$ cat src/rtl/firebird7_in_gate1_tessent_data_mux_ctrl.sv
// IJTAG TDR plus handover FSM that owns select and override data of the
// tessent_data_mux in firebird7_in_gate1.
module firebird7_in_gate1_tessent_data_mux_ctrl #(
  parameter int unsigned DATA_WIDTH     = 3,
  parameter int unsigned SETTLE_CYCLES  = 4,
  parameter int unsigned TIMEOUT_CYCLES = 255
) (
  input  logic                  ijtag_tck,
  input  logic                  ijtag_reset,
  input  logic                  ijtag_sel,
  input  logic                  ijtag_ce,
  input  logic                  ijtag_se,
  input  logic                  ijtag_ue,
  input  logic                  ijtag_si,
  output logic                  ijtag_so,
  input  logic [DATA_WIDTH-1:0] functional_data_in,
  input  logic                  func_idle,
  output logic                  ijtag_select,
  output logic [DATA_WIDTH-1:0] ijtag_data_out,
  output logic                  override_active,
  output logic                  timeout_err
);

  localparam int unsigned CNT_MAX = (SETTLE_CYCLES > TIMEOUT_CYCLES) ? SETTLE_CYCLES : TIMEOUT_CYCLES;
  localparam int unsigned CNT_W   = (CNT_MAX > 1) ? $clog2(CNT_MAX) : 1;
  localparam logic [CNT_W-1:0] SETTLE_LAST  = CNT_W'(SETTLE_CYCLES - 1);
  localparam logic [CNT_W-1:0] TIMEOUT_LAST = CNT_W'(TIMEOUT_CYCLES - 1);

  typedef enum logic [2:0] {
    ST_IDLE,
    ST_WAIT_IDLE,
    ST_SETTLE_ON,
    ST_ACTIVE,
    ST_SETTLE_OFF,
    ST_ERR
  } state_e;

  logic [DATA_WIDTH:0]   sr_q, sr_d;
  logic                  req_q, req_d;
  logic [DATA_WIDTH-1:0] data_q, data_d;
  state_e                state_q, state_d;
  logic [CNT_W-1:0]      cnt_q, cnt_d;
  logic                  sel_q, sel_d;
  logic                  ovr_q, ovr_d;
  logic                  terr_q, terr_d;

  // TDR: capture beats shift beats update
  always_comb begin
    sr_d   = sr_q;
    req_d  = req_q;
    data_d = data_q;
    if (ijtag_sel) begin
      if (ijtag_ce) begin
        sr_d = {ovr_q, functional_data_in};
      end else if (ijtag_se) begin
        sr_d = {ijtag_si, sr_q[DATA_WIDTH:1]};
      end else if (ijtag_ue) begin
        req_d  = sr_q[DATA_WIDTH];
        data_d = sr_q[DATA_WIDTH-1:0];
      end
    end
  end

  // Handover FSM; outputs decoded from the next state
  always_comb begin
    state_d = state_q;
    cnt_d   = cnt_q;
    unique case (state_q)
      ST_IDLE: begin
        if (req_q) begin
          state_d = ST_WAIT_IDLE;
          cnt_d   = '0;
        end
      end
      ST_WAIT_IDLE: begin
        if (!req_q) begin
          state_d = ST_IDLE;
        end else if (func_idle) begin
          state_d = ST_SETTLE_ON;
          cnt_d   = '0;
        end else if (cnt_q == TIMEOUT_LAST) begin
          state_d = ST_ERR;
        end else begin
          cnt_d = cnt_q + CNT_W'(1);
        end
      end
      ST_SETTLE_ON: begin
        if (!req_q) begin
          state_d = ST_SETTLE_OFF;
          cnt_d   = '0;
        end else if (cnt_q == SETTLE_LAST) begin
          state_d = ST_ACTIVE;
        end else begin
          cnt_d = cnt_q + CNT_W'(1);
        end
      end
      ST_ACTIVE: begin
        if (!req_q) begin
          state_d = ST_SETTLE_OFF;
          cnt_d   = '0;
        end
      end
      ST_SETTLE_OFF: begin
        if (cnt_q == SETTLE_LAST) begin
          state_d = ST_IDLE;
        end else begin
          cnt_d = cnt_q + CNT_W'(1);
        end
      end
      ST_ERR: begin
        if (!req_q) begin
          state_d = ST_IDLE;
        end
      end
      default: begin
        state_d = ST_IDLE;
        cnt_d   = '0;
      end
    endcase
    sel_d  = (state_d == ST_SETTLE_ON) || (state_d == ST_ACTIVE);
    ovr_d  = (state_d == ST_ACTIVE);
    terr_d = (state_d == ST_ERR);
  end

  always_ff @(posedge ijtag_tck) begin
    if (!ijtag_reset) begin
      sr_q    <= '0;
      req_q   <= 1'b0;
      data_q  <= '0;
      state_q <= ST_IDLE;
      cnt_q   <= '0;
      sel_q   <= 1'b0;
      ovr_q   <= 1'b0;
      terr_q  <= 1'b0;
    end else begin
      sr_q    <= sr_d;
      req_q   <= req_d;
      data_q  <= data_d;
      state_q <= state_d;
      cnt_q   <= cnt_d;
      sel_q   <= sel_d;
      ovr_q   <= ovr_d;
      terr_q  <= terr_d;
    end
  end

  assign ijtag_so        = sr_q[0];
  assign ijtag_select    = sel_q;
  assign ijtag_data_out  = data_q;
  assign override_active = ovr_q;
  assign timeout_err     = terr_q;

endmodule

$ cat config.mk
export PLATFORM = sky130hd
export DESIGN_NAME = firebird7_in_gate1_tessent_data_mux_ctrl
export DESIGN_NICKNAME = d
export VERILOG_FILES = /design/src/rtl/firebird7_in_gate1_tessent_data_mux_ctrl.sv
export SDC_FILE = /design/constraint.sdc
export NUM_CORES = 1
export LEC_CHECK = 0
export ABC_CLOCK_PERIOD_IN_PS = 1950
export CAP_MARGIN = 20
export CORE_MARGIN = 2
export CORE_UTILIZATION = 39
export DETAILED_ROUTE_END_ITERATION = 7
export HOLD_SLACK_MARGIN = 0.03
export PLACE_DENSITY_LB_ADDON = 0.25
export SLEW_MARGIN = 10
export SYNTH_ARGS = -nofsm -noshare
export SYNTH_HDL_FRONTEND = slang
export SYNTH_SLANG_ARGS = --single-unit
export TNS_END_PERCENT = 1
$ cat constraint.sdc
create_clock -name ijtag_tck -period 1.95 [get_ports ijtag_tck]
set_input_delay 0.39 -clock ijtag_tck [delete_from_list [all_inputs] [get_ports ijtag_tck]]
set_output_delay 0.39 -clock ijtag_tck [all_outputs]
set_load 0.02 [all_outputs]
==> results of run 1 <==
[routing by layer]
metal,vias up,share of wire,wire length [um]
li1,544,-,-
met1,472,0.48,1140
met2,21,0.46,1100
met3,4,0.041,97
met4,0,0.011,25
met5,-,0,0
[cells in the final DEF, fill, tap and decap left out, drive strengths merged, types with 3 or more instances in the layout]
master,synthesis,final
dfxtp,22,22
clkdlybuf4s50,0,17
buf,5,15
nor2,13,13
a211oi,11,11
mux2i,9,9
nand2,8,8
o31ai,7,7
inv,6,6
nor3,5,5
or4,5,5
a21oi,5,5
nand2b,4,4
nand4,3,3
clkbuf,3,3
[timing repair]
item                       in CTS  in global routing
setup endpoints to repair       1                  6
gates resized for setup         1                  3
pin swaps                       0                  1
[final timing paths]
check                                                     from                        endpoint  cells past startpoint
worst max register to register           cnt_q[0]$_SDFFE_PN0P_           cnt_q[7]$_SDFFE_PN0P_                      5
worst min register to register  ijtag_data_out[2]$_SDFFE_PN0P_  ijtag_data_out[2]$_SDFFE_PN0P_                      2
worst min-delay path            ijtag_data_out[2]$_SDFFE_PN0P_  ijtag_data_out[2]$_SDFFE_PN0P_                      2
worst max-delay path                     cnt_q[0]$_SDFFE_PN0P_           cnt_q[7]$_SDFFE_PN0P_                      5
[state kept, by name (all words and copies together) (netlist names)]
signal and cells:
override_active 1, cnt_q 8, state_q 3, req_q 1
sr_q 4, timeout_err 1, ijtag_select 1, ijtag_data_out 3
[worst max-delay path: stages (launching register included)]
cell and delay [ps]:
dfxtp_2 370, ha_2 180, or4b_4 470, or2_4 280, a211oi_4 250, and4b_1 230
[cell type report]
| type | count | share of cell area |
|---|---|---|
| well taps | 31 | 0.0262 |
| multi-input cells | 95 | 0.450 |
| inverters | 6 | 0.0152 |
| clock buffers | 3 | 0.0152 |
| flip-flops and latches | 22 | 0.299 |
| repair buffers | 32 | 0.194 |
[stage by stage]
step	utilization	setup slack [ps]	instances	hold WS [ps]
detailed placement	0.519	-135	186	489
global route	0.531	0.551	189	541
floorplan	-	73.3	131	487
finish	0.531	65.5	189	509
global placement	0.519	-84.7	186	479
CTS	0.528	30.3	189	514
[logic make-up after synthesis]
| kind of cell | share of synthesized area |
|---|---|
| compound gates | 0.206 |
| fa+ha+maj | 0.0215 |
| buf+inv | 0.0528 |
| flops | 0.379 |
| mux | 0.0776 |
| simple gates | 0.263 |
[power by group through the flow]
| stage | Sequential, mW | Clock, mW | Combinational (mW) |
|---|---|---|---|
| 6_report | 0.462 | 0.196 | 0.0702 |
| 5_1_grt | 0.464 | 0.230 | 0.0775 |
| 4_1_cts | 0.462 | 0.209 | 0.0705 |
| 3_5_place_dp | 0.472 | 0 | 0.0700 |
| 3_3_place_gp | 0.472 | 0 | 0.0692 |
| 2_1_floorplan | 0.474 | 0 | 0.0298 |
==> metrics.txt, run 1 <==
outcome finished, final reports clean; largest net degree at the start of global routing 14; routed wire length 2360 um; count leader, synth dfxtp_1; root buffer cell clkbuf_4; critical path type flop to flop; Max Cap Violations 0; row count 19; # setup viols final 0; IO Pins 18; Die Ht 58.6 um; Worst-path clk slew around 120 ps; Reg power frac 0.634; final antenna-violating net count 0; synthesized cell area 1160 um2; area occupied by multi-input gates 666 um2; Post-Syn Nets 144; first-pass GRT wire length roughly 4300 um; final-layout fill cell count roughly 260; Initial Utilization 0.417; placed cell area 1440 um2; total design power 0.728 mW; GRT Residual Overflow 0; Core Area 2780 um2; worst min path class flop to flop; vias in the first global route between 900 and 1000; top cell types by occurrence after synthesis dfxtp_1, nor2_1, a211oi_1; clock buffer depth 2; grt met3 use 0.0286; layout cells sized above 1 0.171; crit start category flop; dpl hpwl 1800 um; RSZ-0062 raised after global routing false; worst vdd ir just over 0.4 mV; Final Skew 16.0 ps; Slew Viols, Final 0; # hold bufs at CTS 0; ys async rst share 0; Leakage 0.503 nW; GRT Max-Usage Layer met2; sequential area share after synthesis 0.379; FMAX 531 MHz; setup TNS 0 ps; Skew-Pair Late Insertion Delay 300 ps; Final Hold Fails 0; DR vias 1041; vias per cell 5.51; CTS H-Tree Depth 1; min cycle time layout 1880 ps; DRT Pass-1 Iters 4; Yosys reg bits 22; GR Layer Usage met2 0.250; library cells used by synthesis 36; worst endpoint required time 2160 ps; Pwr Density 493 nW/um2; CTS sink count 22; CTS tree yes; P_sw roughly 0.16 mW; final period utilization 0.966; Worst EP arrival 2090 ps; Logic pwr share 0.096; storage element area 442 um2; Slew @ Worst Pin around 700 ps; total internal power 0.568 mW; YS warnings 0; Final nets 173; Post-CTS Setup Inserts 0; relative slew slack 0.534; GR Util met1 0.214; area grow syn2layout 27.3%; reg2reg setup slack 70 ps; switching portion of total power 0.219; Post-synth EDFFs 0; TritonCTS buffer count 3; clock network fraction of total power 0.269; syn avg cell area approximately 8.9 um2; Post-Synthesis Cells ~130; DRC violations left 0; Design Area, Final about 1500 um2; gp weighted congestion 0.786; # diodes 0; top cell type's share of synthesized area 0.379; synth top area cells dfxtp_1, mux2i_1, a211oi_1, o31ai_1, nor2_1; Crit. End Element flop; CP Max Fanout 4; DR WL/cell approximately 13 um; Primary FF master, synth dfxtp_1; cell taking the most area after synthesis dfxtp_1; Iteration-0 DRC Markers 25; buffers added on ports 17; Horiz. Die Dim 58.6 um; die footprint 3430 um2; initial antenna violation count 0; GRT Resource Usage Total 0.158
No activity file was read; power rests on OpenSTA's default activity.
==> run 2: changes to the inputs <==
--- a/config.mk
+++ b/config.mk
@@ -5,7 +5,7 @@
 export SDC_FILE = /design/constraint.sdc
 export NUM_CORES = 1
 export LEC_CHECK = 0
-export ABC_CLOCK_PERIOD_IN_PS = 1950
+export ABC_CLOCK_PERIOD_IN_PS = 1600
 export CAP_MARGIN = 20
 export CORE_MARGIN = 2
 export CORE_UTILIZATION = 39
==> constraint.sdc (replaced) <==
create_clock -name ijtag_tck -period 1.6 [get_ports ijtag_tck]
set_input_delay 0.32 -clock ijtag_tck [delete_from_list [all_inputs] [get_ports ijtag_tck]]
set_output_delay 0.32 -clock ijtag_tck [all_outputs]
set_load 0.02 [all_outputs]
==> run 2 against run 1 <==
  * The run now ends with setup timing left
  * Largest cell class unchanged
  * Utilization increased by 9.4 points
  * Clock power increased by 91%
  * Sequential power increased by 21%
  * Global-route usage increased by 3.4 points
  * Largest power group unchanged
  * Critical path type unchanged
  * Combinational power increased by 26%
  * Wire length increased by 35%
  * Non-clock buffer count increased by 18
==> metrics.txt, run 2 (synthesis results as in run 1) <==
gp weighted congestion 0.865 (+10%); Leakage 0.740 nW (+47%); Iteration-0 DRC Markers 29 (+16%); failing checks setup timing; Worst-path clk slew 140 ps (+20 ps); placed cell area 1590 um2 (+10%); CP Max Fanout 4 (unchanged); most frequent cells in the layout buf_4, dfxtp_1, nor2_1; CTS sink count 22 (unchanged); area occupied by multi-input gates 736 um2 (+11%); vias in the first global route 1125 (+16%); Crit. End Element flop; GRT Resource Usage Total 0.192 (+0.0339); Max Cap Violations 0 (unchanged); row count 19 (unchanged); DRC violations left 0 (unchanged); min cycle time layout 1850 ps (-39.0 ps); worst vdd ir 0.600 mV (+47%); WL met2 1680 um (+53%); met3 wirelength from detailed routing 67 um (-31%); reg2reg setup slack -250 ps (-310 ps); crit start category flop; CTS tree yes; final antenna-violating net count 0 (unchanged); M1 WL 1400 um (+22%); initial antenna violation count 0 (unchanged); RSZ-0062 raised after global routing true; dpl cells 203 (+9.1%); dpl hpwl 2310 um (+28%); IO Pins 18 (unchanged); total design power 1.02 mW (+41%); Design Area, Final 1740 um2 (+18%); root buffer cell clkbuf_4; CTS H-Tree Depth 1 (unchanged); worst min path class flop to flop; FMAX 542 MHz (+2.1%); Die Ht 58.6 um (unchanged); Non-Filler Instances 208 (+10%); Final Hold Fails 0 (unchanged); clock buffer depth 2 (unchanged); Final nets 191 (+10%); outcome finished, violations left; first-pass GRT wire length 5090 um (+20%); Worst EP arrival 2040 ps (-50 ps); final-layout fill cell count 236 (-8.5%); DR vias 1176 (+13%); Final Skew 10.6 ps (-5.32 ps); largest net degree at the start of global routing 14 (unchanged); Slew @ Worst Pin 515 ps (-175 ps); # diodes 0 (unchanged); Pwr Density 588 nW/um2 (+19%); Final Hold Slack 512 ps (+3.15 ps); storage element area 448 um2 (+1.4%); # setup viols final 12 (+12); layout cells sized above 1 0.333 (+0.162); vias per cell 5.65 (+2.6%); Skew-Pair Late Insertion Delay 320 ps (+20 ps); Slew Viols, Final 0 (unchanged); DR WL/cell 15.3 um (+22%); Initial Utilization 0.417 (unchanged); area grow syn2layout 49.9%; die footprint 3430 um2 (unchanged); TritonCTS buffer count 3 (unchanged); worst endpoint required time 1800 ps (-360 ps); routed wire length 3180 um (+35%); GRT Residual Overflow 0 (unchanged); Layout Utilization 0.626 (+0.0945); relative slew slack 0.656 (+0.122); DRT Pass-1 Iters 4 (unchanged); Largest regs cnt_q (8), sr_q (4); fin worst setup slack -246 ps (-311 ps); max reg flops 8 (unchanged); critical path type flop to flop; Horiz. Die Dim 58.6 um (unchanged); Core Area 2780 um2 (unchanged); buffers added on ports 17 (unchanged); Top Layer Used met4; largest reg by FF count cnt_q; final period utilization 1.15 (+0.187); most common cell after layout, fill and taps aside buf_4
-- run 2: changes by cell type in the layout (fill, tap and decap cells not counted), sizes merged --
cell	before	now
buf	15	33
dlymetal6s2s	0	5
clkbuf	3	4
clkdlybuf4s50	17	10
dlygate4sd2	0	2
-- run 2: report_power, final --
group	total (mW)	switching, mW	leakage [nW]	internal (mW)
clock	0.375	0.185	0.0261	0.191
sequential	0.560	0.00636	0.180	0.553
combinational	0.0882	0.0402	0.535	0.0480
total	1.02	0.231	0.740	0.792
-- run 2: worst paths after layout --
| path | from | endpoint | cells past startpoint |
|---|---|---|---|
| min | ijtag_data_out[0]$_SDFFE_PN0P_ | ijtag_data_out[0]$_SDFFE_PN0P_ | 2 |
| max | cnt_q[0]$_SDFFE_PN0P_ | cnt_q[4]$_SDFFE_PN0P_ | 6 |
| min reg2reg | ijtag_data_out[0]$_SDFFE_PN0P_ | ijtag_data_out[0]$_SDFFE_PN0P_ | 2 |
| max reg2reg | cnt_q[0]$_SDFFE_PN0P_ | cnt_q[4]$_SDFFE_PN0P_ | 6 |
-- run 2: routing by layer --
layer / vias to the layer above / track usage
li1: 587 / -
met1: 570 / 0.225
met2: 15 / 0.353
met3: 4 / 0.0286
met4: 0 / 0.0664
met5: - / 0
-- run 2: cell type report --
class / count / area share
multi-input combinational: 95 / 0.423
inverter: 6 / 0.0129
timing repair buffer: 50 / 0.257
tap: 31 / 0.0223
sequential: 22 / 0.257
clock buffer: 4 / 0.0273
-- run 2: metrics by stage --
| step | setup TNS (ps) | worst slack [ps] |
|---|---|---|
| floorplan | -679 | -224 |
| global placement | -3360 | -349 |
| detailed placement | -4130 | -452 |
| CTS | -2030 | -235 |
| global route | -2570 | -280 |
| finish | -2120 | -246 |
-- run 2: timing repair --
action	4_1_cts	5_1_grt
endpoints found under the setup margin	14	17
pin swaps	3	3
buffers inserted	1	1
hold endpoints to repair	0	0
gates resized for setup	9	16
hold buffers	0	0
-- run 2: worst max-delay path: stages, from the launching register on --
cell	delay, ps
dfxtp_4	400
ha_4	130
or4b_4	470
or2_4	260
a211oi_4	260
buf_6	160
a211oi_1	40
